**src/rtl/rv_muldiv.sv**
```systemverilog
// Iterative RV32M multiply/divide unit: 32-step shift-add multiply and restoring divide.
// Optional build macro RV_MULDIV_FAST_MUL_EN: single-cycle combinational MUL* path.
module rv_muldiv (
  input  logic        clk,
  input  logic        rst_n,
  input  logic        start,
  input  logic [2:0]  op_in,
  input  logic [31:0] rs1,
  input  logic [31:0] rs2,
  output logic        busy,
  output logic        done,
  output logic [31:0] rd
);

  typedef enum logic [1:0] {IDLE, RUN, FIX, DONE} state_t;

  state_t      state, state_nxt;
  logic [2:0]  op;
  logic [4:0]  cnt;
  logic [63:0] acc;
  logic [31:0] b_q;
  logic        neg_q, neg_r, pend;

  // Operand decode for the incoming request
  logic        a_signed, b_signed, a_neg, b_neg;
  logic [31:0] a_mag, b_mag;
  logic        div_zero, div_ovf, fast_hit, short_hit, accept;
  logic [31:0] fast_val, short_val;

  assign a_signed = op_in inside {3'd0, 3'd1, 3'd2, 3'd4, 3'd6};
  assign b_signed = op_in inside {3'd0, 3'd1, 3'd4, 3'd6};
  assign a_neg    = a_signed & rs1[31];
  assign b_neg    = b_signed & rs2[31];
  assign a_mag    = a_neg ? -rs1 : rs1;
  assign b_mag    = b_neg ? -rs2 : rs2;
  assign div_zero = op_in[2] && (rs2 == 32'd0);
  assign div_ovf  = (op_in == 3'd4 || op_in == 3'd6) &&
                    (rs1 == 32'h8000_0000) && (rs2 == 32'hFFFF_FFFF);

`ifdef RV_MULDIV_FAST_MUL_EN
  logic signed [63:0] fast_a, fast_b, fast_prod;
  assign fast_a    = {{32{a_neg}}, rs1};
  assign fast_b    = {{32{b_neg}}, rs2};
  assign fast_prod = fast_a * fast_b;
  assign fast_hit  = !op_in[2];
  assign fast_val  = (op_in == 3'd0) ? fast_prod[31:0] : fast_prod[63:32];
`else
  assign fast_hit  = 1'b0;
  assign fast_val  = 32'd0;
`endif

  assign short_hit = div_zero | div_ovf | fast_hit;
  always_comb begin
    if (div_zero)     short_val = op_in[1] ? rs1 : 32'hFFFF_FFFF;
    else if (div_ovf) short_val = op_in[1] ? 32'd0 : 32'h8000_0000;
    else              short_val = fast_val;
  end

  // A short-circuit op spends one idle-looking cycle in IDLE with pend set
  assign accept = start && (state == IDLE || state == DONE) && !pend;

  // One iteration of each algorithm on the shared 64-bit accumulator
  logic [32:0] mul_sum, div_shift, div_diff;
  logic [63:0] mul_step, div_step;

  assign mul_sum   = {1'b0, acc[63:32]} + {1'b0, b_q};
  assign mul_step  = acc[0] ? {mul_sum, acc[31:1]} : {1'b0, acc[63:1]};
  assign div_shift = {acc[63:32], acc[31]};
  assign div_diff  = div_shift - {1'b0, b_q};
  assign div_step  = div_diff[32] ? {div_shift[31:0], acc[30:0], 1'b0}
                                  : {div_diff[31:0],  acc[30:0], 1'b1};

  logic [63:0] prod;
  logic [31:0] quo, rem, fix_res;

  assign prod = neg_q ? -acc : acc;
  assign quo  = neg_q ? -acc[31:0] : acc[31:0];
  assign rem  = neg_r ? -acc[63:32] : acc[63:32];

  always_comb begin
    case (op)
      3'd0:          fix_res = prod[31:0];
      3'd4, 3'd5:    fix_res = quo;
      3'd6, 3'd7:    fix_res = rem;
      default:       fix_res = prod[63:32];
    endcase
  end

  always_comb begin
    // NOTE: default first so every path assigns state_nxt and no latch is inferred.
    state_nxt = state;
    case (state)
      IDLE:    state_nxt = pend ? DONE : IDLE;
      RUN:     if (cnt == 5'd31) state_nxt = FIX;
      FIX:     state_nxt = DONE;
      DONE:    state_nxt = IDLE;
      default: state_nxt = IDLE;
    endcase
    if (accept) state_nxt = short_hit ? IDLE : RUN;
  end

  // NOTE: sequential state uses non-blocking assignments so all registers update together.
  always_ff @(posedge clk) begin
    if (!rst_n) begin
      state <= IDLE;
      pend  <= 1'b0;
      op    <= 3'd0;
      cnt   <= 5'd0;
      acc   <= 64'd0;
      b_q   <= 32'd0;
      neg_q <= 1'b0;
      neg_r <= 1'b0;
      rd    <= 32'd0;
    end else begin
      state <= state_nxt;
      pend  <= accept & short_hit;
      if (accept) begin
        op    <= op_in;
        cnt   <= 5'd0;
        b_q   <= b_mag;
        neg_q <= a_neg ^ b_neg;
        neg_r <= a_neg;
        acc   <= short_hit ? {32'd0, short_val} : {32'd0, a_mag};
      end else if (state == RUN) begin
        cnt <= cnt + 5'd1;
        acc <= op[2] ? div_step : mul_step;
      end
      if (state == FIX) rd <= fix_res;
      else if (pend)    rd <= acc[31:0];
    end
  end

  assign busy = (state == RUN) || (state == FIX);
  assign done = (state == DONE);

endmodule

```
**config.mk**
```make
export PLATFORM = sky130hd
export DESIGN_NAME = rv_muldiv
export DESIGN_NICKNAME = d
export VERILOG_FILES = /design/src/rtl/rv_muldiv.sv
export SDC_FILE = /design/constraint.sdc
export NUM_CORES = 1
export LEC_CHECK = 0
export CAP_MARGIN = 20
export CORE_UTILIZATION = 40
export CTS_BUF_LIST = sky130_fd_sc_hd__clkbuf_16
export CTS_CLUSTER_SIZE = 20
export DETAILED_ROUTE_END_ITERATION = 8
export HOLD_SLACK_MARGIN = 0.03
export PLACE_DENSITY_LB_ADDON = 0.12
export SLEW_MARGIN = 0
export SYNTH_ARGS = -nofsm -noshare
export SYNTH_HDL_FRONTEND = slang
export SYNTH_SLANG_ARGS = --single-unit
export TNS_END_PERCENT = 1
```
**constraint.sdc**
```tcl
create_clock -name clk -period 3.15 [get_ports clk]
set_input_delay 0.315 -clock clk [delete_from_list [all_inputs] [get_ports clk]]
set_output_delay 0.315 -clock clk [all_outputs]
set_load 0.03 [all_outputs]
```
**Word-level counts from Yosys, hierarchy flattened**

Index checks and enable logic that the tools add are counted.

- Bitwise gates (word level): 6
- Reductions and logical operators: 20
- Muxes and demuxes: 23
- Add/sub/neg operators: 8
- Equal/unequal tests: 15

Operators with widths:

| operator | count |
|---|---|
| 64-bit 2-to-1 mux | 6 |
| 32-bit 2-to-1 mux | 11 |
| 32-bit negation | 4 |
| 32-bit one-hot mux with 3 select lines | 1 |
| 32-bit equality test (second input constant) | 2 |
| 64-bit negation | 1 |
| 32-bit by 32-bit adder with 33-bit output | 1 |
| 33-bit by 32-bit subtractor with 33-bit output | 1 |
| 32-bit logical NOT | 1 |
| 3-bit equality test (second input constant) | 6 |
| 2-bit one-hot mux with 4 select lines | 1 |
| 3-bit logical NOT | 2 |
| 2-bit 2-to-1 mux | 3 |
| 2-bit OR reduction | 3 |
| 5-bit by 1-bit adder with 5-bit output (second input constant) | 1 |
| 5-bit equality test (second input constant) | 1 |
| 1-bit logical AND | 5 |
| 5-bit nonzero test | 1 |
| 2-bit equality test (second input constant) | 2 |
| 2-bit nonzero test | 2 |
| 4-bit nonzero test | 1 |
| 1-bit AND | 3 |
| 3-bit by 1-bit equality test with 1-bit output (second input constant) | 1 |
| 3-bit by 2-bit equality test with 1-bit output (second input constant) | 1 |
| other kinds (9) | 11 |

- Register bits: 141
- Bits of input ports: 70
- Word-level logic and storage cells: 81
- Output and inout port bits: 34

**Longest topological paths before layout**

Gate-level depths: netlist (run 1).

- Depth in word-level cells: 8
- Mapped depth: 14
- Gate-level depth less buffers: 12

**Worst setup path before layout (run 1)**

Ideal clock, no wire load.

- Path kind: flip-flop to flip-flop
- Start: register acc[32]
- End: register acc[63]
- Stages on the path, launching flop included: 15
- Slack: -178 ps
- Period minus slack after synthesis: 3328 ps
- Arrival time: 3202 ps
- Required time: 3024 ps
- Library setup time: 126 ps
- Path through: dfxtp_1 > clkbuf_1 > inv_1 > fa_1 > nor2b_1 > o31a_1 > o31ai_1 > o211ai_1 > o2111a_1 > or3_1 > buf_2 > nand2_1 > buf_2 > o41ai_1 > nor3_1

- Word-level cells in the longest chain between the ends: 5
- Elaborated cells on any way between the ends: 7
- Those cells by class: add/sub (2); mux (5)

Ends and longest elaborated chain:

| element | line | source |
|---|---|---|
| from (decl) | 20 | `logic [63:0] acc;` |
| from (signal assigned) | 123 | `acc <= short_hit ? {32'd0, short_val} : {32'd0, a_mag};` |
| from (signal assigned) | 126 | `acc <= op[2] ? div_step : mul_step;` |
| 33-bit by 32-bit subtractor with 33-bit output or 32-bit by 32-bit adder with 33-bit output (tied branches) | 69, 66 |  |
| 64-bit 2-to-1 mux (on tied branches) | 70, 67 |  |
| 64-bit 2-to-1 mux (*) | 126 |  |
| 64-bit 2-to-1 mux (*) | 124 | `end else if (state == RUN) begin` |
| 64-bit 2-to-1 mux (*) | 117 | `if (accept) begin` |

Mark *: on every way between the ends. The rest lies on a longest branch, timed or not. The select of a mux whose other input is x is not followed.
A chain may end at the register's enable or synchronous reset.

**Worst setup path after layout (run 1)**

- Start: register acc[18]
- End: register rd[23]

- Word-level cells in the longest chain between the ends: 4
- Elaborated cells on any way between the ends: 6
- Those cells by class: add/sub (2); mux (4)

Ends and longest elaborated chain:

| element | line | source |
|---|---|---|
| 64-bit negation or 32-bit negation (tied branches) | 76, 77 |  |
| 64-bit 2-to-1 mux or 32-bit 2-to-1 mux (tied branches) | 76, 77 |  |
| 32-bit one-hot mux with 3 select lines (*) | 81 | `case (op)` |
| 32-bit 2-to-1 mux (*) | 128 | `if (state == FIX) rd <= fix_res;` |
| to (signal assigned) | 128 |  |
| to (signal assigned) | 129 | `else if (pend) rd <= acc[31:0];` |
| to (decl) | 12 | `output logic [31:0] rd` |

Mark *: on every way between the ends. The rest lies on a longest branch, timed or not.

==> run summary, run 1 <==
============================================================================================
Power density over the cells                                                      475 nW/um2
Maximum fanout encountered on the critical timing path                                     4
Number of cells after detailed placement                                               2,777
Maximum root-to-sink buffer count                                                          2
Number of rows in the core area                                                           70
Final routed DRC violation total                                                           0
DR WL/cell                                                                           22.1 um
Leakage                                                                              7.90 nW
Post-synthesis to final-layout area growth                                             29.9%
GPL Wtd Cong                                                                           0.976
Largest stage delay on the critical path                                              540 ps
Peak ir drop on the vdd network                                                     0.296 mV
Critical-path cell list                                                         or4_4 > or3_4 > or4b_4 > or2_4 > o41ai_4 > nand3_1 > xor2_1 > a21oi_1 > buf_4 > a211oi_1
Time the final worst path needs with I/O delays and setup                            3230 ps
Post-detail-place hpwl                                                             48,600 um
Period utilization                                                                      103%
Aggregate routed wire length                                                       62,300 um
Post-CTS Hold Buffers                                                                      0
Setup repair after global routing missed its margin                                      yes
Commonest cells after routing, fill and taps aside                              sky130_fd_sc_hd__buf_4, sky130_fd_sc_hd__nand2_1, sky130_fd_sc_hd__o21ai_0
Data required time of the critical path                                              3520 ps
Antenna viol nets, final                                                                   0
Height of the die                                                                     194 um
Clock buffers created by TritonCTS                                                        17
Avg Synthesized Cell Area                                                           7.15 um2
Num ports                                                                                104
Buffer type at the clock tree root                                              sky130_fd_sc_hd__clkbuf_16
Core box area                                                                     36,400 um2
Data arrival time of the critical path                                               3610 ps
Starting utilization of the core area                                                  40.5%
Core utilization of the finished layout                                                52.6%
Die area                                                                          37,700 um2
Share of synthesized cell area in full adder, half adder and majority cells            6.63%
Depth of the worst register-to-register path                                              10
Max transition margin                                                                  32.3%
Number of sinks handled by clock tree synthesis                                          141
Layout cells sized above 1                                                             20.0%
Share of synthesized registers carrying an async set or reset                             0%
Worst min-delay path category                                                   primary input to flop
Most frequent standard cell in the layout excluding fill and tap cells          sky130_fd_sc_hd__buf_4
Critical path startpoint category                                                       flop
Count of input and output buffers                                                        103
Number of nets at the end of the flow                                                  2,482
Global-route usage over all layers                                                     32.4%
Number of cells in the finished layout apart from fillers                              2,817
Post-placement worst setup slack                                                     -364 ps
Violated checks                                                                 setup timing
Max stage delay cell, worst path                                                sky130_fd_sc_hd__or4_4
Number of distinct library cells after synthesis                                          88
Iteration count of the initial detailed-routing pass                                       5
Count of yosys warnings during synthesis                                                   0
CTS tree                                                                               built
Global route total overflow                                                                0
Vias per cell                                                                           6.12
Final hold viol count                                                                      0
Slew of the pin with the lowest slew margin                                          1000 ps
Syn Nets                                                                               2,211
EDFF count, synth                                                                          0
Deepest level of the CTS H-tree                                                            4
Status                                                                          finished with violations
Type of destination of the critical path                                                flop
Post-synthesis instance total                                                          2,064
Highest achievable clock rate                                                        309 MHz
Synth Register Bits                                                                      141
Crit path kind                                                                  flop to flop
Mux cell area share after synthesis                                                    5.08%
Share of the yosys chip area belonging to registers                                    19.1%
Compound-Gate Fraction of Synth Area                                                   32.5%
Pin count of the biggest net entering global routing                                      76
Iteration-0 DRC Markers                                                                1,603
Worst clock skew                                                                     29.2 ps
Final number of setup-violating endpoints                                                  3
Die outline width                                                                     194 um
Antenna violations before repair                                                           2
Combinational family with the most area after synthesis                         compound AO/OA/AOI/OAI gates
Max-capacitance violation count                                                            0
Cell area after technology mapping                                                14,800 um2
Hold path cells                                                                            2
Detailed-route via count                                                               17.2k
Post-route worst setup slack                                                        -83.2 ps
Area share of xor/xnor cells in the synthesized design                                 9.02%
Basic-gate share of the synthesized area counting and, or, nand and nor cells          21.5%
Number of global-route vias before repair                                              16.0k
Wire length of the first global-routing pass                                       94,900 um
Clock latency of the later-clocked register in the worst-skew pair                    470 ps
Max-slew violations                                                                        0
Prevailing post-synth register cell                                             sky130_fd_sc_hd__dfxtp_1
Clock slew seen by the registers of the worst setup and hold paths                     90 ps
============================================================================================
[where the power goes]
group          switching, W  internal [W]
Combinational       0.00276       0.00198
Sequential         0.000179       0.00197
Clock              0.000960       0.00126
[through the flow]
stage | hold slack (ps) | setup TNS (ps) | cell area (um2) | total power [W]
2_1_floorplan | 451 | -597 | 14800 | 0.00475
3_3_place_gp | 480 | -8750 | 18200 | 0.00662
3_5_place_dp | 490 | -12590 | 18200 | 0.00664
4_1_cts | 273 | -135 | 19000 | 0.00895
5_1_grt | 296 | -1610 | 19200 | 0.00956
6_report | 284 | -128 | 19200 | 0.00911
[cells in the mapped netlist (13+ instances only)]
master                       n  share of area [%]
sky130_fd_sc_hd__a21o_1     37                1.9
sky130_fd_sc_hd__or4_1      21                1.1
sky130_fd_sc_hd__o21ai_0   192                6.5
sky130_fd_sc_hd__nand2_1   185                4.7
sky130_fd_sc_hd__nor3_1     48                1.6
sky130_fd_sc_hd__clkbuf_1  149                3.8
sky130_fd_sc_hd__a221oi_1   15               0.89
sky130_fd_sc_hd__a31oi_1    52                2.2
sky130_fd_sc_hd__dfxtp_1   141                 19
sky130_fd_sc_hd__a211oi_1   59                3.0
sky130_fd_sc_hd__inv_1      67                1.7
sky130_fd_sc_hd__xor2_1     78                4.6
sky130_fd_sc_hd__o221ai_1   21                1.2
sky130_fd_sc_hd__o22ai_1    14               0.59
sky130_fd_sc_hd__or3_1      26                1.1
sky130_fd_sc_hd__a21oi_1   175                5.9
sky130_fd_sc_hd__ha_1       75                6.4
sky130_fd_sc_hd__o211a_1    16                1.1
sky130_fd_sc_hd__o211ai_1   13               0.66
sky130_fd_sc_hd__buf_1      15               0.38
sky130_fd_sc_hd__nor4_1     21               0.89
sky130_fd_sc_hd__o31ai_1    32                1.6
sky130_fd_sc_hd__nand3_1    42                1.4
sky130_fd_sc_hd__nand4_1    26                1.1
sky130_fd_sc_hd__xnor2_1    74                4.4
sky130_fd_sc_hd__mux2i_1    58                3.9
sky130_fd_sc_hd__o21a_1     15               0.76
sky130_fd_sc_hd__mux2_2     15                1.1
sky130_fd_sc_hd__nor2b_1    23               0.97
sky130_fd_sc_hd__nor2_1    159                4.0
[worst paths after layout]
kind              startpoint     end  slack, ps
hold reg to reg       cnt[3]  cnt[3]        510
setup reg to reg     acc[18]  rd[23]        -80
hold / removal         rst_n   neg_q        280
setup / recovery     acc[18]  rd[23]        -80
[worst max-delay path: cells and delay by family, from the launching register on]
kind | cells | cell delay [ps]
buf+inv | 1 | 180
simple gates | 5 | 1840
xor+xnor | 1 | 200
compound gates | 3 | 600
flops | 1 | 320
[flip-flops by register name (all words and copies together), names as in the netlist]
signal and flops:
acc 64, b_q 32, cnt 5, neg_q 1
neg_r 1, op 3, pend 1, rd 32
state 2
[layout make-up]
type                    count  area, um2
diodes                      1       2.50
clock buffers              17        425
clock inverters            15        188
fillers                  3643      17300
inverters                  68        258
multi-input cells        1682      11300
flip-flops and latches    141       2840
well taps                 468        586
repair buffers            425       3540
[logic make-up after synthesis]
group                      after synthesis
DFF                                    141
xor gates and xnor gates               152
muxes                                   73
and+or+nand+nor                        640
buffers and inverters                  241
adders and majority gates               77
AOI/OAI and AO/OA                      740
[metal layers]
layer | global-route usage (%) | wire, um | up-vias
met5 | 0 | 12 | -
met4 | 10.1 | 1700 | 2
met3 | 4.33 | 4490 | 97
met2 | 49.2 | 26700 | 749
met1 | 47.1 | 29300 | 8199
li1 | - | - | 8193
[what timing repair did]
action / CTS / global route
pin swaps: 24 / 27
endpoints found under the setup margin: 39 / 49
buffers inserted: 5 / 2
resized for setup: 46 / 51
(Power assumes the default switching activity.)
==> run 2, diff against run 1 <==
Settings changed: SKIP_LAST_GASP set to 1.
==> run 2 against run 1 <==
Effect of this change: the run still ends with setup timing left; die area is the same; register-to-register slack is essentially flat; largest power group unchanged; critical endpoint unchanged; critical path type unchanged; global-route usage is essentially flat; sequential cell count is the same; hold slack lost 3.8 ps; via count is essentially flat.
==> run summary, run 2 (same netlist as run 1, synthesis figures left out) <==
=====================================================================================
Layout cells sized above 1                                                      19.3%
Max-capacitance violation count                                                     0
Max FFs per register                                                               64
GPL Wtd Cong                                                                    0.976
Starting utilization of the core area                                           40.5%
Wire length of the first global-routing pass                                94,900 um
Number of cells in the finished layout apart from fillers                       2,817
Violated checks                                                          setup timing
Part of the total power dissipated in sequential elements                       23.7%
Post-CTS Hold Buffers                                                               0
Type of destination of the critical path                                         flop
Aggregate routed wire length                                                62,200 um
Data required time of the critical path                                       3520 ps
Critical-path cell list                                                  or4_4 > or3_4 > or4b_4 > or2_4 > o41ai_4 > nand3_1 > xor2_1 > a21oi_1 > buf_4 > a211oi_1
Net Sw Power                                                                0.00388 W
Post-route worst setup slack                                                 -85.6 ps
Final number of setup-violating endpoints                                          10
Setup repair after global routing missed its margin                               yes
Core box area                                                              36,400 um2
Num ports                                                                         104
Cell internal power dissipation                                             0.00520 W
Commonest cells after routing, fill and taps aside                       sky130_fd_sc_hd__buf_4, sky130_fd_sc_hd__o21ai_0, sky130_fd_sc_hd__nand2_1
Number of sinks handled by clock tree synthesis                                   141
Die area                                                                   37,700 um2
Most flop-heavy register                                                          acc
Time the final worst path needs with I/O delays and setup                     3240 ps
Number of nets at the end of the flow                                           2,482
Data arrival time of the critical path                                        3610 ps
Leakage                                                                       7.88 nW
Worst min-delay path category                                            primary input to flop
DR WL/cell                                                                    22.1 um
Number of global-route vias before repair                                       16.0k
Maximum fanout encountered on the critical timing path                              4
Maximum root-to-sink buffer count                                                   2
Largest stage delay on the critical path                                       550 ps
Kind of cell adding the most delay to the critical path                  simple AND/OR/NAND/NOR gates
Deepest level of the CTS H-tree                                                     4
Clock latency of the later-clocked register in the worst-skew pair             470 ps
Max transition margin                                                           32.4%
Count of fill cells added during filler insertion                               3,648
Setup TNS Final                                                               -212 ps
Count of input and output buffers                                                 103
Critical path startpoint category                                                flop
CTS tree                                                                        built
Number of cells after detailed placement                                        2,777
Worst clock skew                                                              30.6 ps
Highest achievable clock rate                                                 309 MHz
Power share of the combinational group                                          51.9%
Sw frac                                                                         42.7%
Core utilization of the finished layout                                         52.4%
Slew of the pin with the lowest slew margin                                   1000 ps
Clock group share of total power                                                24.4%
Post-synthesis to final-layout area growth                                      29.3%
Clock slew seen by the registers of the worst setup and hold paths              90 ps
Antenna violations before repair                                                    1
Final hold viol count                                                               0
Die outline width                                                              194 um
Period utilization                                                               103%
Antenna viol nets, final                                                            0
Vias per cell                                                                    6.12
Clock buffers created by TritonCTS                                                 17
Max stage delay cell, worst path                                         sky130_fd_sc_hd__or4_4
Post-detail-place hpwl                                                      48,600 um
Iteration-0 DRC Markers                                                         1,849
Pin count of the biggest net entering global routing                               76
Buffer type at the clock tree root                                       sky130_fd_sc_hd__clkbuf_16
Crit path kind                                                           flop to flop
Global-route usage over all layers                                              32.4%
Global route total overflow                                                         0
Peak ir drop on the vdd network                                              0.288 mV
Final routed DRC violation total                                                    0
Status                                                                   finished with violations
Worst path buffer plus inverter count                                               1
Max-slew violations                                                                 0
Iteration count of the initial detailed-routing pass                                6
Detailed-route via count                                                        17.2k
Power density over the cells                                               475 nW/um2
Largest registers ranked by flip-flop count                              acc x64, b_q x32, rd x32
Most frequent standard cell in the layout excluding fill and tap cells   sky130_fd_sc_hd__buf_4
Number of rows in the core area                                                    70
Height of the die                                                              194 um
=====================================================================================
run 2: final cells by class:
type | count | area (um2) | area share [%]
Tap cell | 468 | 586 | 3.07
Sequential cell | 141 | 2840 | 14.9
Timing Repair Buffer | 425 | 3540 | 18.5
Clock buffer | 17 | 425 | 2.23
Multi-Input combinational cell | 1682 | 11300 | 58.9
Clock inverter | 15 | 188 | 0.983
Antenna cell | 1 | 2.50 | 0.0131
Inverter | 68 | 258 | 1.35
run 2: metal layers:
metal	global-route usage (%)	share of wire (%)	vias up
met5	0	0	-
met4	10.3	3.0	0
met3	3.70	7.4	102
met2	49.2	43	778
met1	47.4	47	8177
li1	-	-	8179
run 2: power by group through the flow:
| stage | combinational, W | sequential [W] | clock [W] |
|---|---|---|---|
| floorplan | 0.00255 | 0.00220 | 0 |
| CTS | 0.00456 | 0.00215 | 0.00224 |
| finish | 0.00471 | 0.00215 | 0.00221 |
| detailed placement | 0.00446 | 0.00218 | 0 |
| global placement | 0.00444 | 0.00218 | 0 |
| global route | 0.00505 | 0.00217 | 0.00231 |
run 2: final timing paths:
check | end | slack, ps | depth (start not counted) | start
max | rd[23] | -90 | 10 | acc[18]
min | neg_q | 280 | 2 | rst_n
max reg2reg | rd[23] | -90 | 10 | acc[18]
min reg2reg | cnt[3] | 510 | 2 | cnt[3]
run 2: per-stage QoR:
stage	setup slack, ps	hold slack, ps	total power [W]	instance area [um2]
2_1_floorplan	-59.0	451	0.00475	14800
3_5_place_dp	-364	490	0.00664	18200
6_report	-85.6	281	0.00907	19100
4_1_cts	-46.2	273	0.00894	18900
5_1_grt	-136	296	0.00952	19100
3_3_place_gp	-338	480	0.00662	18200
run 2: what timing repair did:
| item | CTS | global route |
|---|---|---|
| gates cloned | 0 | 0 |
| setup buffers | 5 | 2 |
| pin swaps | 18 | 11 |
| endpoints found under the setup margin | 39 | 49 |
| endpoints found under the hold margin | 0 | 0 |
| gates resized for setup | 41 | 29 |
==> run 3, diff against run 2 <==
Settings changed: CORE_MARGIN set to 2, GPL_TIMING_DRIVEN set to 0.
==> run 3 against run 2 <==
Effect of this change: the run still ends with setup timing left; setup slack worse by 110 ps; routed wire length rose by 8.6%; total power decreased by 2.5%; die area increased by 2.1%; global-route usage increased by 2.0 points; critical endpoint is now acc[58].
==> run summary, run 3 (same netlist as run 1, synthesis figures left out) <==
=================================================================================
Status                                                               finished with violations
Violated checks                                                      setup timing
Worst path buffer plus inverter count                                           2
Most flop-heavy register                                                      acc
Number of nets at the end of the flow                                       2,368
Max FFs per register                                                           64
GPL Wtd Cong                                                                0.977
Detailed-route via count                                                    17.0k
Setup repair after global routing missed its margin                           yes
Period utilization                                                           106%
Critical path startpoint category                                            flop
Count of fill cells added during filler insertion                           3,733
Max-slew violations                                                             0
Largest stage delay on the critical path                                   430 ps
Global-route usage over all layers                                          34.4%
Commonest cells after routing, fill and taps aside                   sky130_fd_sc_hd__nand2_1, sky130_fd_sc_hd__o21ai_0, sky130_fd_sc_hd__a21oi_1
Layout cells sized above 1                                                  11.4%
Type of destination of the critical path                                     flop
Worst clock skew                                                          15.8 ps
Starting utilization of the core area                                       40.4%
Iteration-0 DRC Markers                                                     1,644
CTS tree                                                                    built
Die outline width                                                          196 um
Data arrival time of the critical path                                    3680 ps
Peak ir drop on the vdd network                                          0.375 mV
DR WL/cell                                                                25.0 um
Number of global-route vias before repair                                   15.9k
Pin count of the biggest net entering global routing                           17
Crit path kind                                                       flop to flop
Antenna cells                                                                   0
Slew of the pin with the lowest slew margin                               1050 ps
Maximum fanout encountered on the critical timing path                          8
Max-capacitance violation count                                                 0
Worst min-delay path category                                        primary input to flop
Count of input and output buffers                                             102
Core utilization of the finished layout                                     49.4%
Post-detail-place hpwl                                                  52,000 um
Core box area                                                          36,500 um2
Clock latency of the later-clocked register in the worst-skew pair         450 ps
Final hold viol count                                                           0
Time the final worst path needs with I/O delays and setup                 3350 ps
Vias per cell                                                                6.31
Critical-path cell list                                              ha_2 > a21oi_2 > o21bai_1 > a2111oi_2 > o41ai_1 > buf_4 > a41o_2 > or3_4 > buf_8 > a21boi_1 > a211oi_1 > nor3_1
Multi-input gate area in the final layout                              11,600 um2
Number of rows in the core area                                                70
Buffer type at the clock tree root                                   sky130_fd_sc_hd__clkbuf_16
Antenna violations before repair                                                0
Post-synthesis to final-layout area growth                                  22.1%
Antenna viol nets, final                                                        0
Deepest level of the CTS H-tree                                                 4
Maximum root-to-sink buffer count                                               2
Height of the die                                                          196 um
Post-placement worst setup slack                                         -1540 ps
Post-CTS Hold Buffers                                                           0
Leakage                                                                   6.88 nW
Max transition margin                                                       30.3%
Power density over the cells                                           490 nW/um2
Global route total overflow                                                     0
Die area                                                               38,500 um2
Largest registers ranked by flip-flop count                          acc x64, b_q x32, rd x32
Clock slew seen by the registers of the worst setup and hold paths          70 ps
Aggregate routed wire length                                            67,500 um
Final routed DRC violation total                                                0
Post-route worst setup slack                                              -197 ps
Clock buffers created by TritonCTS                                             17
Wire length of the first global-routing pass                           101,000 um
Kind of cell adding the most delay to the critical path              compound AO/OA/AOI/OAI gates
Number of sinks handled by clock tree synthesis                               141
Highest achievable clock rate                                             299 MHz
Area of all sequential standard cells                                    2870 um2
Num ports                                                                     104
Worst hold slack across all endpoints                                      277 ps
Data required time of the critical path                                   3490 ps
Iteration count of the initial detailed-routing pass                            5
Final number of setup-violating endpoints                                      60
Max stage delay cell, worst path                                     sky130_fd_sc_hd__dfxtp_1
=================================================================================
[run 3: cell types whose count changed in the layout (fill, tap and decap cells not counted), moves of 8 or more]
cell / previous run / this run
sky130_fd_sc_hd__buf_1: 0 / 14
sky130_fd_sc_hd__buf_4: 312 / 45
sky130_fd_sc_hd__clkbuf_1: 0 / 127
sky130_fd_sc_hd__clkbuf_2: 0 / 8
sky130_fd_sc_hd__dfxtp_1: 133 / 121
sky130_fd_sc_hd__dfxtp_2: 5 / 13
[run 3: worst min-delay path, stage by stage]
cell	delay (ps)
sky130_fd_sc_hd__dlymetal6s2s_1	180
sky130_fd_sc_hd__o21ai_0	100
sky130_fd_sc_hd__a31oi_1	80
[run 3: layout make-up]
type	instances	area share, %
multi-input combinational	1682	64.6
timing repair buffer	149	7.84
clock buffer	17	2.36
sequential	141	15.9
buffer	162	3.79
clock inverter	15	0.833
tap	468	3.25
inverter	68	1.46
[run 3: where the power goes]
group | leakage, nW | switching [W] | internal (W)
clock | 0.276 | 0.000986 | 0.00112
sequential | 1.16 | 0.000334 | 0.00198
combinational | 5.44 | 0.00277 | 0.00166
total | 6.88 | 0.00409 | 0.00476
[run 3: repair_timing]
action | 4_1_cts | 5_1_grt
gates cloned | 2 | 0
resized for setup | 113 | 87
setup endpoints to repair | 91 | 97
setup buffers | 27 | 16
hold endpoints to repair | 0 | 0
pin swaps | 24 | 39
[run 3: final timing paths]
kind	start	end	slack (ps)	cells after the start
setup / recovery	acc[56]	acc[58]	-200	12
hold / removal	rs1[6]	acc[6]	280	3
setup reg to reg	acc[56]	acc[58]	-200	12
hold reg to reg	state[0]	state[0]	510	2
[run 3: per-layer routing]
metal  vias to the layer above  part of all wire [%]  global-route usage (%)
met5                         -                     0                       0
met4                         0                   3.0                    10.7
met3                       132                   9.2                    7.03
met2                       826                    44                    54.0
met1                      8113                    44                    47.3
li1                       7969                     -                       -
[run 3: per-stage QoR]
step	TNS (ps)	instance area, um2	power, W	instances
after floorplan	-597	14800	0.00475	2064
final	-4370	18000	0.00884	2702
after detailed placement	-85720	16400	0.00615	2636
after CTS	-6220	17700	0.00856	2695
after global routing	-12580	18000	0.00923	2702
after global placement	-84800	16400	0.00614	2634
==> patch (flow settings as in run 1) <==
Re-encode `state_t` (4 states) as Gray code, 2 bits wide.
--- a/src/rtl/rv_muldiv.sv
+++ b/src/rtl/rv_muldiv.sv
@@ -13,5 +13,5 @@
 );
 
-  typedef enum logic [1:0] {IDLE, RUN, FIX, DONE} state_t;
+  typedef enum logic [1:0] {IDLE = 2'b00, RUN = 2'b01, FIX = 2'b11, DONE = 2'b10} state_t;
 
   state_t      state, state_nxt;
Function: no difference found for any inputs over 10 cycles, from zero or initial values and one cycle with rst_n low; not proved beyond that.
==> patch against run 1 <==
Sequential share of layout area rose by 0.38 points; non-clock buffer count down 34; synthesized area decreased by 1.3%; setup slack improved by 0.16 ns; total power shrank 25%; sequential cell count unchanged; wire length fell by 10%; die area decreased by 1.3%; worst hold slack got worse by 0.012 ns; design area down 2.3%; first-iteration DRC count decreased by 8.2%.
==> patch: results (changes against run 1) <==
Outcome
  • Status: finished clean

Power and ir drop
  • Peak supply drop: 0.000332 V (+12%)
  • LEAKAGE: 0.00784 uW (-0.79%)

Worst setup path
  • R2R depth: 11 (+1)
  • Critical R2R Capture: acc[60]
  • CP top delay family: compound AO/OA/AOI/OAI gates
  • CP max-delay cell: dfxtp_1
  • CP max stage delay: 0.43 ns (-0.11 ns)
  • WP data arrival: 3.39 ns (-0.22 ns)
  • Max FO, Critical Path: 10 (+6)

Route
  • Top layer in use: met4
  • Met3 WL post-DR: 3720 um (-17%)
  • DR WL met2: 24200 um (-9.5%)
  • Met1 WL: 26700 um (-9.1%)
  • Final WL: 56000 um (-10%)

GRT
  • Met3 Use GR: 3.27% (-1.1 points)
  • Met2 Track Usage GR: 45.2% (-4.0 points)
  • Largest net degree at the start of global routing: 72 (-5.3%)
  • GR Util met1: 43.2% (-3.9 points)
  • Initial antenna violation count: 0 (-2)
  • Vias in the first global route: 15100 (-5.5%)
  • GRT Overall Usage: 29.7% (-2.8 points)
  • First-pass GRT wire length: 85400 um (-10%)

Final layout
  • Nets@finish: 2386 (-3.9%)
  • Synth-to-layout area growth: 28.5%
  • Fin cells: 2717 (-3.5%)
  • Multi-input gate share of total cell area: 59.7% (+0.61 points)
  • # fillers: 3619 (-0.66%)
  • Sequential share of cell area: 15.2% (+0.38 points)
  • Clock network area share: 3.32% (+0.12 points)
  • Plain + repair buffers: 391 (-8.0%)
  • #MultiIn Comb: 1625 (-3.4%)
  • Num sequential: 141 (unchanged)
  • Layout cell share with drive strength beyond 1: 20.0% (-0.026 points)
  • Antenna Cells: 0 (-1)

Yosys
  • Synth top cells by count: 205 x nand2_1, 180 x a21oi_1, 153 x o21ai_0
  • Post-synthesis sequential area ratio: 19.4% (+0.25 points)
  • Ranking of synthesized cells by area: dfxtp_1 19%, a21oi_1 6.2%, ha_1 6.1%, nand2_1 5.3%, o21ai_0 5.3%
  • Synth cell types: 87 (-1.1%)
  • Net Count, Synth: 2135 (-3.4%)
  • Post-synthesis cell count: 1992 (-3.5%)

Placement
  • RePlAce Congestion: 0.959 (-1.7%)
  • DP Wirelength: 43400 um (-11%)
  • Dpl cell area: 17800 sq um (-2.1%)
  • Pre-CTS setup slack: -0.412 ns (-0.0477 ns)

Timing
  • Fin Hold WS: 0.273 ns (-0.0119 ns)
  • Fmax: 325 MHz (+5.1%)
  • Worst rel slew slack: 41.2% (+8.9 points)

Clock network
  • Setup Fix Bufs, Post-CTS: 0 (-5)
  • Worst-Skew Late Latency: 0.45 ns (-0.02 ns)

Floorplan
  • # Taps: 461 (-1.5%)

Hold path
  • Hold Path End: acc[32]
patch: cell families (layout without fill, tap and decap cells):
family / count (synthesis) / after routing / synth area share [%]
AOI/OAI and AO/OA: 703 / 703 / 32.4
adders and majority gates: 73 / 73 / 6.37
DFF: 141 / 141 / 19.4
xor gates and xnor gates: 161 / 161 / 9.67
buffers and inverters: 226 / 490 / 6.09
and+or+nand+nor: 614 / 614 / 20.8
muxes: 74 / 74 / 5.31
patch: power breakdown:
group	internal (uW)	leakage [uW]	switching, uW
combinational	1160	0.00638	1520
clock	1320	0.000306	891
sequential	1880	0.00116	110
patch: tightest hold or removal path: stages:
cell and delay, ns:
buf_4 0.20, nand2_1 0.10, a31oi_1 0.04
patch: worst max-delay path by stage:
stage	startpoint	end
after floorplan	acc[32]	acc[55]
after global placement	acc[32]	acc[63]
after detailed placement	acc[32]	acc[63]
after CTS	acc[31]	acc[62]
after global routing	acc[32]	acc[55]
final	acc[50]	acc[60]
